`config.mk`:
```
export PLATFORM = sky130hd
export DESIGN_NAME = mwc_match
export DESIGN_NICKNAME = d
export VERILOG_FILES = /design/src/rtl/mwc_pkg.sv /design/src/rtl/mwc_match.sv
export SDC_FILE = /design/constraint.sdc
export NUM_CORES = 1
export LEC_CHECK = 0
export CORE_AREA = 3 3 152 154
export DETAILED_ROUTE_END_ITERATION = 8
export DIE_AREA = 0 0 155 157
export SYNTH_ARGS = -nofsm -noshare
export SYNTH_HDL_FRONTEND = slang
export SYNTH_SLANG_ARGS = --single-unit
```
`constraint.sdc`:
```
create_clock -name vclk -period 2.81
set_input_delay 0.4215 -clock vclk [all_inputs]
set_output_delay 0.4215 -clock vclk [all_outputs]
set_load 0.05 [all_outputs]
```
`src/rtl/mwc_pkg.sv`:
```
// Shared types and helpers for the mem_write_checker store monitor.
package mwc_pkg;

    typedef enum logic [2:0] {
        IDLE = 3'd0,
        RUN  = 3'd1,
        PASS = 3'd2,
        FAIL = 3'd3,
        TMO  = 3'd4
    } state_e;

    localparam logic CFG_SEL_EXP = 1'b0;
    localparam logic CFG_SEL_IGN = 1'b1;

    // Index width for the larger of two tables, never narrower than one bit.
    function automatic int clog2max(input int a, input int b);
        int m;
        m = (a > b) ? a : b;
        return (m > 1) ? $clog2(m) : 1;
    endfunction

endpackage

```
`src/rtl/mwc_match.sv`:
```
// Combinational comparison of one store against the expected and ignore tables.
module mwc_match
    import mwc_pkg::*;
#(
    parameter int ADDR_W = 32,
    parameter int DATA_W = 32,
    parameter int N_EXP  = 4,
    parameter int N_IGN  = 2
) (
    input  logic [ADDR_W-1:0]             dataadr,
    input  logic [DATA_W-1:0]             writedata,
    input  logic [N_EXP-1:0][ADDR_W-1:0]  exp_addr,
    input  logic [N_EXP-1:0][DATA_W-1:0]  exp_data,
    input  logic [N_EXP-1:0]              exp_en,
    input  logic [N_IGN-1:0][ADDR_W-1:0]  ign_addr,
    input  logic [N_IGN-1:0]              ign_valid,
    output logic                          exp_hit,
    output logic [clog2max(N_EXP, 1)-1:0] exp_hit_idx,
    output logic                          ign_hit
);

    localparam int EIDX_W = clog2max(N_EXP, 1);

    always_comb begin
        // NOTE: every output gets a default before the loops, so no path can infer a latch.
        exp_hit     = 1'b0;
        exp_hit_idx = '0;
        ign_hit     = 1'b0;
        // Walk downwards so the lowest eligible index wins.
        for (int i = N_EXP - 1; i >= 0; i--) begin
            if (exp_en[i] && exp_addr[i] == dataadr && exp_data[i] == writedata) begin
                exp_hit     = 1'b1;
                exp_hit_idx = EIDX_W'(i);
            end
        end
        for (int i = 0; i < N_IGN; i++) begin
            if (ign_valid[i] && ign_addr[i] == dataadr) begin
                ign_hit = 1'b1;
            end
        end
    end

endmodule

```
==> summary.txt, run 1 <==
Outcome
  • Outcome: finished with violations
  • Violated checks: negative setup slack

STA
  • Worst slew pin tran: 0.619 ns
  • Final Hold Vio Count: 0
  • Min Tclk post-route: 2.85 ns
  • Worst slew margin: 58.3%
  • Max Transition Viols Final: 0
  • Crit path setup slack, layout: -0.0396 ns
  • Hold slack: 1.60 ns
  • RSZ-0062 raised after global routing: yes
  • # setup viols final: 2
  • Peak Freq: 351 MHz
  • Fin crit share: 101%

Die
  • Die area: 24,300 um2
  • I/O pin count: 394
  • Width of the die: 155 um
  • Total core area: 21,800 um2
  • Die height: 157 um
  • Row cnt: 54
  • Initial core utilization: 18.1%

Worst setup path
  • CP endpoint kind: output pin
  • Crit start category: input port
  • CP arrival: 2.43 ns
  • Setup CP Type: input port to output pin
  • Crit path launch: dataadr[26]
  • Data required time at the worst endpoint: 2.39 ns
  • Crit-path max FO: 3

Synthesis
  • Synth Area in XOR/XNOR: 56.9%
  • Combinational family with the most area after synthesis: XOR/XNOR gates
  • Synth area leader: xnor2_1
  • Area fraction in compound gates after synthesis: 13.1%
  • Register area share after synthesis: 0%
  • YS warnings: 0
  • Post-synthesis mux area share: 0%
  • Mapped Cells: 539
  • Cell variety after synth: 40
  • Syn_area_per_cell: 7.34 um2
  • Post-synth top area share: 35.9%
  • Fraction of the mapped netlist area in adder cells: 0%
  • Syn Nets: 929
  • Synth top area cells: xnor2_1 36%, xor2_1 21%, nand4_1 7.4%, nor4_1 5.1%, inv_1 3.9%
  • Area of the mapped netlist: 3960 um2
  • Simple-Gate Fraction of Synth Area: 19.4%

Layout
  • Fin util: 46.5%
  • Clk_buf instances: 0
  • Nets@finish: 1,456
  • Non-filler cells, final: 1,350
  • Fraction of layout cells with a size suffix above 1: 32.7%
  • Fill cell count: 2,242
  • Register area: 0 um2
  • Synth-to-layout area growth: 156%
  • Multi-input gate area: 4250 um2
  • Sequential cells: 0

Power
  • Power per cell area: 151 nW/um2
  • Total chip power: 0.00153 W
  • Standby leakage power: 4.43 nW
  • Max IR drop VDD: 0.0584 mV

Route
  • Remaining antenna violation count after routing: 0
  • DR vias: 6,064
  • DR iter-0 viols: 308
  • Vias per Instance: 4.49
  • # DRC: 0
  • Drt pass-1 iters: 5
  • WL/cell: 24.3 um
  • Post-Route WL: 32.8 mm

Global routing
  • First-pass GRT wire length: 44.1 mm
  • Initial antenna violation count: 9
  • GRT Util Overall: 25.1%
  • Overflow after GRT: 0
  • Vias in the first global route: 6,521
  • Largest net degree at the start of global routing: 7

Placement
  • Setup WS pre-CTS: -0.841 ns
  • Placer congestion estimate: 0.973
  • Total placed cells including tap cells: 1,315
  • Port bufs: 394
  • Post-detail-place hpwl: 29.6 mm

Run
  • Max-cap violation count: 0

Worst hold path
  • Min-Delay Startpoint: dataadr[10]
  • HP Class: input port to output pin

CTS
  • Hold Buf Count CTS: 0
Yosys cell counts:
master and n:
o2111ai_1 2, nand3b_1 1, nand4_1 47, o21ai_0 4
clkbuf_1 14, inv_1 41, nor4_1 32, nand4_2 1
nor3_1 10, buf_6 2, a21oi_2 1, o22ai_1 21
and4_1 1, nor3_2 1, xnor2_1 162, nor2_1 3
a221oi_1 9, a221o_1 4, nor4bb_1 1, a221oi_2 1
o2bb2ai_1 8, clkinv_1 2, inv_2 9, o2bb2a_1 1
buf_4 3, nor4_4 2, nand3_1 8, o221ai_1 2
a21boi_0 1, a22oi_1 6, nand2b_1 7, nor4_2 1
xor2_1 95, buf_2 25, a22o_1 5, or4_4 1
nor2b_1 1, a21oi_1 1, nand2_1 2, o211ai_1 1
logic make-up after synthesis:
logic type | count (synthesis)
AOI/OAI and AO/OA | 67
xor gates and xnor gates | 257
buffers and inverters | 96
and+or+nand+nor | 119
worst max-delay path: stages:
cell,delay (ns)
buf_4,0.13
xnor2_2,0.14
nand4_1,0.29
nor4_2,0.43
buf_4,0.20
nand3_4,0.06
nor4_4,0.37
nand3b_1,0.22
buf_12,0.16
cell type report:
class	count	share of cell area [%]
Tap cell	280	3.46
Inverter	52	1.95
Timing Repair Buffer	569	52.5
Antenna cell	6	0.148
Multi-Input combinational cell	443	41.9
power by group:
| part | total, W | internal, W | leakage, nW | switching (W) |
|---|---|---|---|---|
| Combinational | 0.00153 | 0.000903 | 4.43 | 0.000627 |
| Clock | 0.000000000287 | 0.000000000287 | 0.0000380 | 0 |
| Sequential | 0 | 0 | 0 | 0 |
placed cells by master, fill, tap and decap left out, types with 4 or more instances in the layout:
cell type        count
buf_12              15
nor4_1              11
dlygate4sd2_1       80
clkdlybuf4s50_1    203
o2bb2ai_1            8
buf_2               20
nand2b_1             7
a22o_1               5
o22ai_1             21
inv_1               40
nor4_4               6
a221oi_1             6
clkbuf_2            22
diode_2              6
clkdlybuf4s15_1     20
xor2_2              14
a221oi_2             4
nand3_1              5
xnor2_1            122
xnor2_2             37
dlymetal6s2s_1      27
inv_2               10
a221o_1              4
buf_6               32
nor3_1               7
nor4_2              18
buf_4              136
a22oi_1              6
xor2_1              81
nand4_1             47
clkdlybuf4s15_2     10
per-layer routing:
layer	vias to the layer above	share of wire, %	global-route usage [%]
li1	2917	-	-
met1	2798	40	30.4
met2	313	50	46.1
met3	28	7.4	5.28
met4	8	1.5	4.50
met5	-	0.16	0
per-stage QoR:
| step | cell area, um2 | setup TNS, ns |
|---|---|---|
| after floorplan | 3960 | 0 |
| after global placement | 9260 | -2.83 |
| after detailed placement | 9260 | -2.45 |
| after CTS | 9850 | -0.0372 |
| after global routing | 10100 | -0.233 |
| final | 10100 | -0.0717 |
final timing paths:
kind | endpoint | slack [ns] | depth (start not counted)
worst max-delay path | exp_hit | -0.04 | 9
worst min-delay path | exp_hit_idx[0] | 1.60 | 7
repair_timing:
| item | 4_1_cts | 5_1_grt |
|---|---|---|
| pin swaps | 105 | 76 |
| buffers inserted | 21 | 11 |
| setup endpoints to repair | 4 | 4 |
| resized for setup | 382 | 135 |
Power figures use the tool's default switching activity.
==> run 2: changes to the inputs <==
--- a/config.mk
+++ b/config.mk
@@ -8,6 +8,8 @@
 export CORE_AREA = 3 3 152 154
 export DETAILED_ROUTE_END_ITERATION = 8
 export DIE_AREA = 0 0 155 157
+export RECOVER_POWER = 100
+export SKIP_LAST_GASP = 1
 export SYNTH_ARGS = -nofsm -noshare
 export SYNTH_HDL_FRONTEND = slang
 export SYNTH_SLANG_ARGS = --single-unit
==> summary.txt, run 2 (synthesis gave the netlist of run 1 again) <==
Outcome
  • Outcome: finished with violations
  • Violated checks: negative setup slack

Worst hold path
  • Min-Delay Path Depth: 7 (unchanged)
  • Hold Path Sink: exp_hit_idx[0]
  • Min-Delay Startpoint: dataadr[10]
  • HP Class: input port to output pin

STA
  • Fin crit share: 101% (-0.56 points)
  • Worst slew margin: 58.4% (+0.098 points)
  • Hold slack: 1.60 ns (+0.00643 ns)
  • # setup viols final: 2 (unchanged)
  • Final Hold Vio Count: 0 (unchanged)
  • Peak Freq: 353 MHz (+0.56%)
  • Worst slew pin tran: 0.618 ns (-0.00146 ns)
  • Crit path setup slack, layout: -0.0238 ns (+0.0158 ns)
  • Max Transition Viols Final: 0 (unchanged)
  • Min Tclk post-route: 2.83 ns (-0.0158 ns)
  • RSZ-0062 raised after global routing: yes

Layout
  • Non-filler cells, final: 1,350 (unchanged)
  • Clk_buf instances: 0 (unchanged)
  • Most common cell after layout, fill and taps aside: clkdlybuf4s50_1
  • Sequential cells: 0 (unchanged)
  • Fin util: 46.4% (about the same)
  • Synth-to-layout area growth: 156% (about the same)
  • Fraction of layout cells with a size suffix above 1: 32.6% (-0.094 points)
  • Nets@finish: 1,456 (unchanged)
  • Most frequent cells in the layout: 204 x clkdlybuf4s50_1, 137 x buf_4, 122 x xnor2_1
  • Final Cell Area: 10,100 um2 (about the same)
  • Register area: 0 um2 (unchanged)

Route
  • Vias per Instance: 4.46 (-0.71%)
  • # DRC: 0 (unchanged)
  • DR iter-0 viols: 298 (-3.2%)
  • DR vias: 6,021 (-0.71%)
  • Drt pass-1 iters: 4 (-1)
  • WL/cell: 24.2 um (-0.25%)
  • Remaining antenna violation count after routing: 0 (unchanged)
  • Post-Route WL: 32.7 mm (-0.25%)

Placement
  • Placer congestion estimate: 0.973 (unchanged)
  • Post-detail-place hpwl: 29.6 mm (unchanged)
  • Placed inst area: 9260 um2 (unchanged)
  • Total placed cells including tap cells: 1,315 (unchanged)
  • Port bufs: 394 (unchanged)

Global routing
  • Overflow after GRT: 0 (unchanged)
  • Initial antenna violation count: 9 (unchanged)
  • Vias in the first global route: 6,522 (+0.015%)
  • First-pass GRT wire length: 44.1 mm (about the same)
  • GRT Util Overall: 25.1% (about the same)
  • Largest net degree at the start of global routing: 7 (unchanged)

Power
  • Standby leakage power: 4.43 nW (-0.14%)
  • Max IR drop VDD: 0.0584 mV (about the same)
  • Total chip power: 0.00153 W (-0.13%)
  • Power per cell area: 151 nW/um2 (about the same)

Worst setup path
  • Crit start category: input port
  • Setup CP Type: input port to output pin
  • Data required time at the worst endpoint: 2.39 ns (about the same)
  • Crit-path max FO: 3 (unchanged)
  • CP endpoint kind: output pin
  • CP arrival: 2.41 ns (-0.02 ns)

Die
  • Row cnt: 54 (unchanged)
  • Total core area: 21,800 um2 (unchanged)
  • Initial core utilization: 18.1% (unchanged)
  • Die height: 157 um (unchanged)
  • I/O pin count: 394 (unchanged)
  • Width of the die: 155 um (unchanged)
  • Die area: 24,300 um2 (unchanged)

CTS
  • Hold Buf Count CTS: 0 (unchanged)

Run
  • Max-cap violation count: 0 (unchanged)
==> run 2: final cells by class <==
class,count,area [um2]
fillers,2242,11700
multi-input cells,443,4250
diodes,6,15.0
inverters,52,198
well taps,280,350
repair buffers,569,5320
==> run 2: routing by layer <==
layer	vias to the layer above	track usage (%)	part of all wire, %
met5	-	0	0.17
met4	8	4.50	1.7
met2	289	46.1	50
met3	30	5.28	7.6
met1	2781	30.4	40
li1	2913	-	-
==> run 2: report_power, final <==
part           switching (W)    internal (W)       total [W]
clock network              0  0.000000000287  0.000000000287
registers                  0               0               0
logic               0.000626        0.000902         0.00153
==> run 2: worst max-delay path, stage by stage <==
cell and delay (ns):
buf_4 0.13, xnor2_2 0.14, nand4_1 0.29, nor4_2 0.43, buf_4 0.20, nand3_4 0.06
nor4_4 0.36, nand3b_1 0.22, buf_12 0.16
==> run 2: worst max-delay path by stage <==
stage	from	endpoint	slack [ns]	cells after the start
floorplan	dataadr[2]	exp_hit_idx[1]	0.15	7
global placement	dataadr[12]	exp_hit_idx[1]	-0.96	9
detailed placement	writedata[7]	exp_hit_idx[1]	-0.84	8
CTS	dataadr[18]	exp_hit_idx[0]	-0.02	12
global route	dataadr[26]	exp_hit	-0.1	9
finish	dataadr[26]	exp_hit	-0.02	9
==> run 2: per-stage QoR <==
stage,TNS [ns],setup WS [ns]
finish,-0.0460,-0.0238
global route,-0.233,-0.0973
CTS,-0.0374,-0.0159
detailed placement,-2.45,-0.841
global placement,-2.83,-0.961
floorplan,0,0.147
==> run 2: what timing repair did <==
action | in CTS | in global routing
pin swaps | 105 | 76
endpoints found under the setup margin | 4 | 4
setup buffers | 21 | 11
gates cloned | 0 | 0
gates resized for setup | 381 | 134
==> run 3: changes to the inputs <==
--- a/config.mk
+++ b/config.mk
@@ -5,11 +5,13 @@
 export SDC_FILE = /design/constraint.sdc
 export NUM_CORES = 1
 export LEC_CHECK = 0
+export ABC_CLOCK_PERIOD_IN_PS = 2810
 export CORE_AREA = 3 3 152 154
 export DETAILED_ROUTE_END_ITERATION = 8
 export DIE_AREA = 0 0 155 157
 export RECOVER_POWER = 100
 export SKIP_LAST_GASP = 1
+export SLEW_MARGIN = 20
 export SYNTH_ARGS = -nofsm -noshare
 export SYNTH_HDL_FRONTEND = slang
 export SYNTH_SLANG_ARGS = --single-unit
==> results of run 3 <==
Final layout, timing and power as in run 2 (identical DEF).
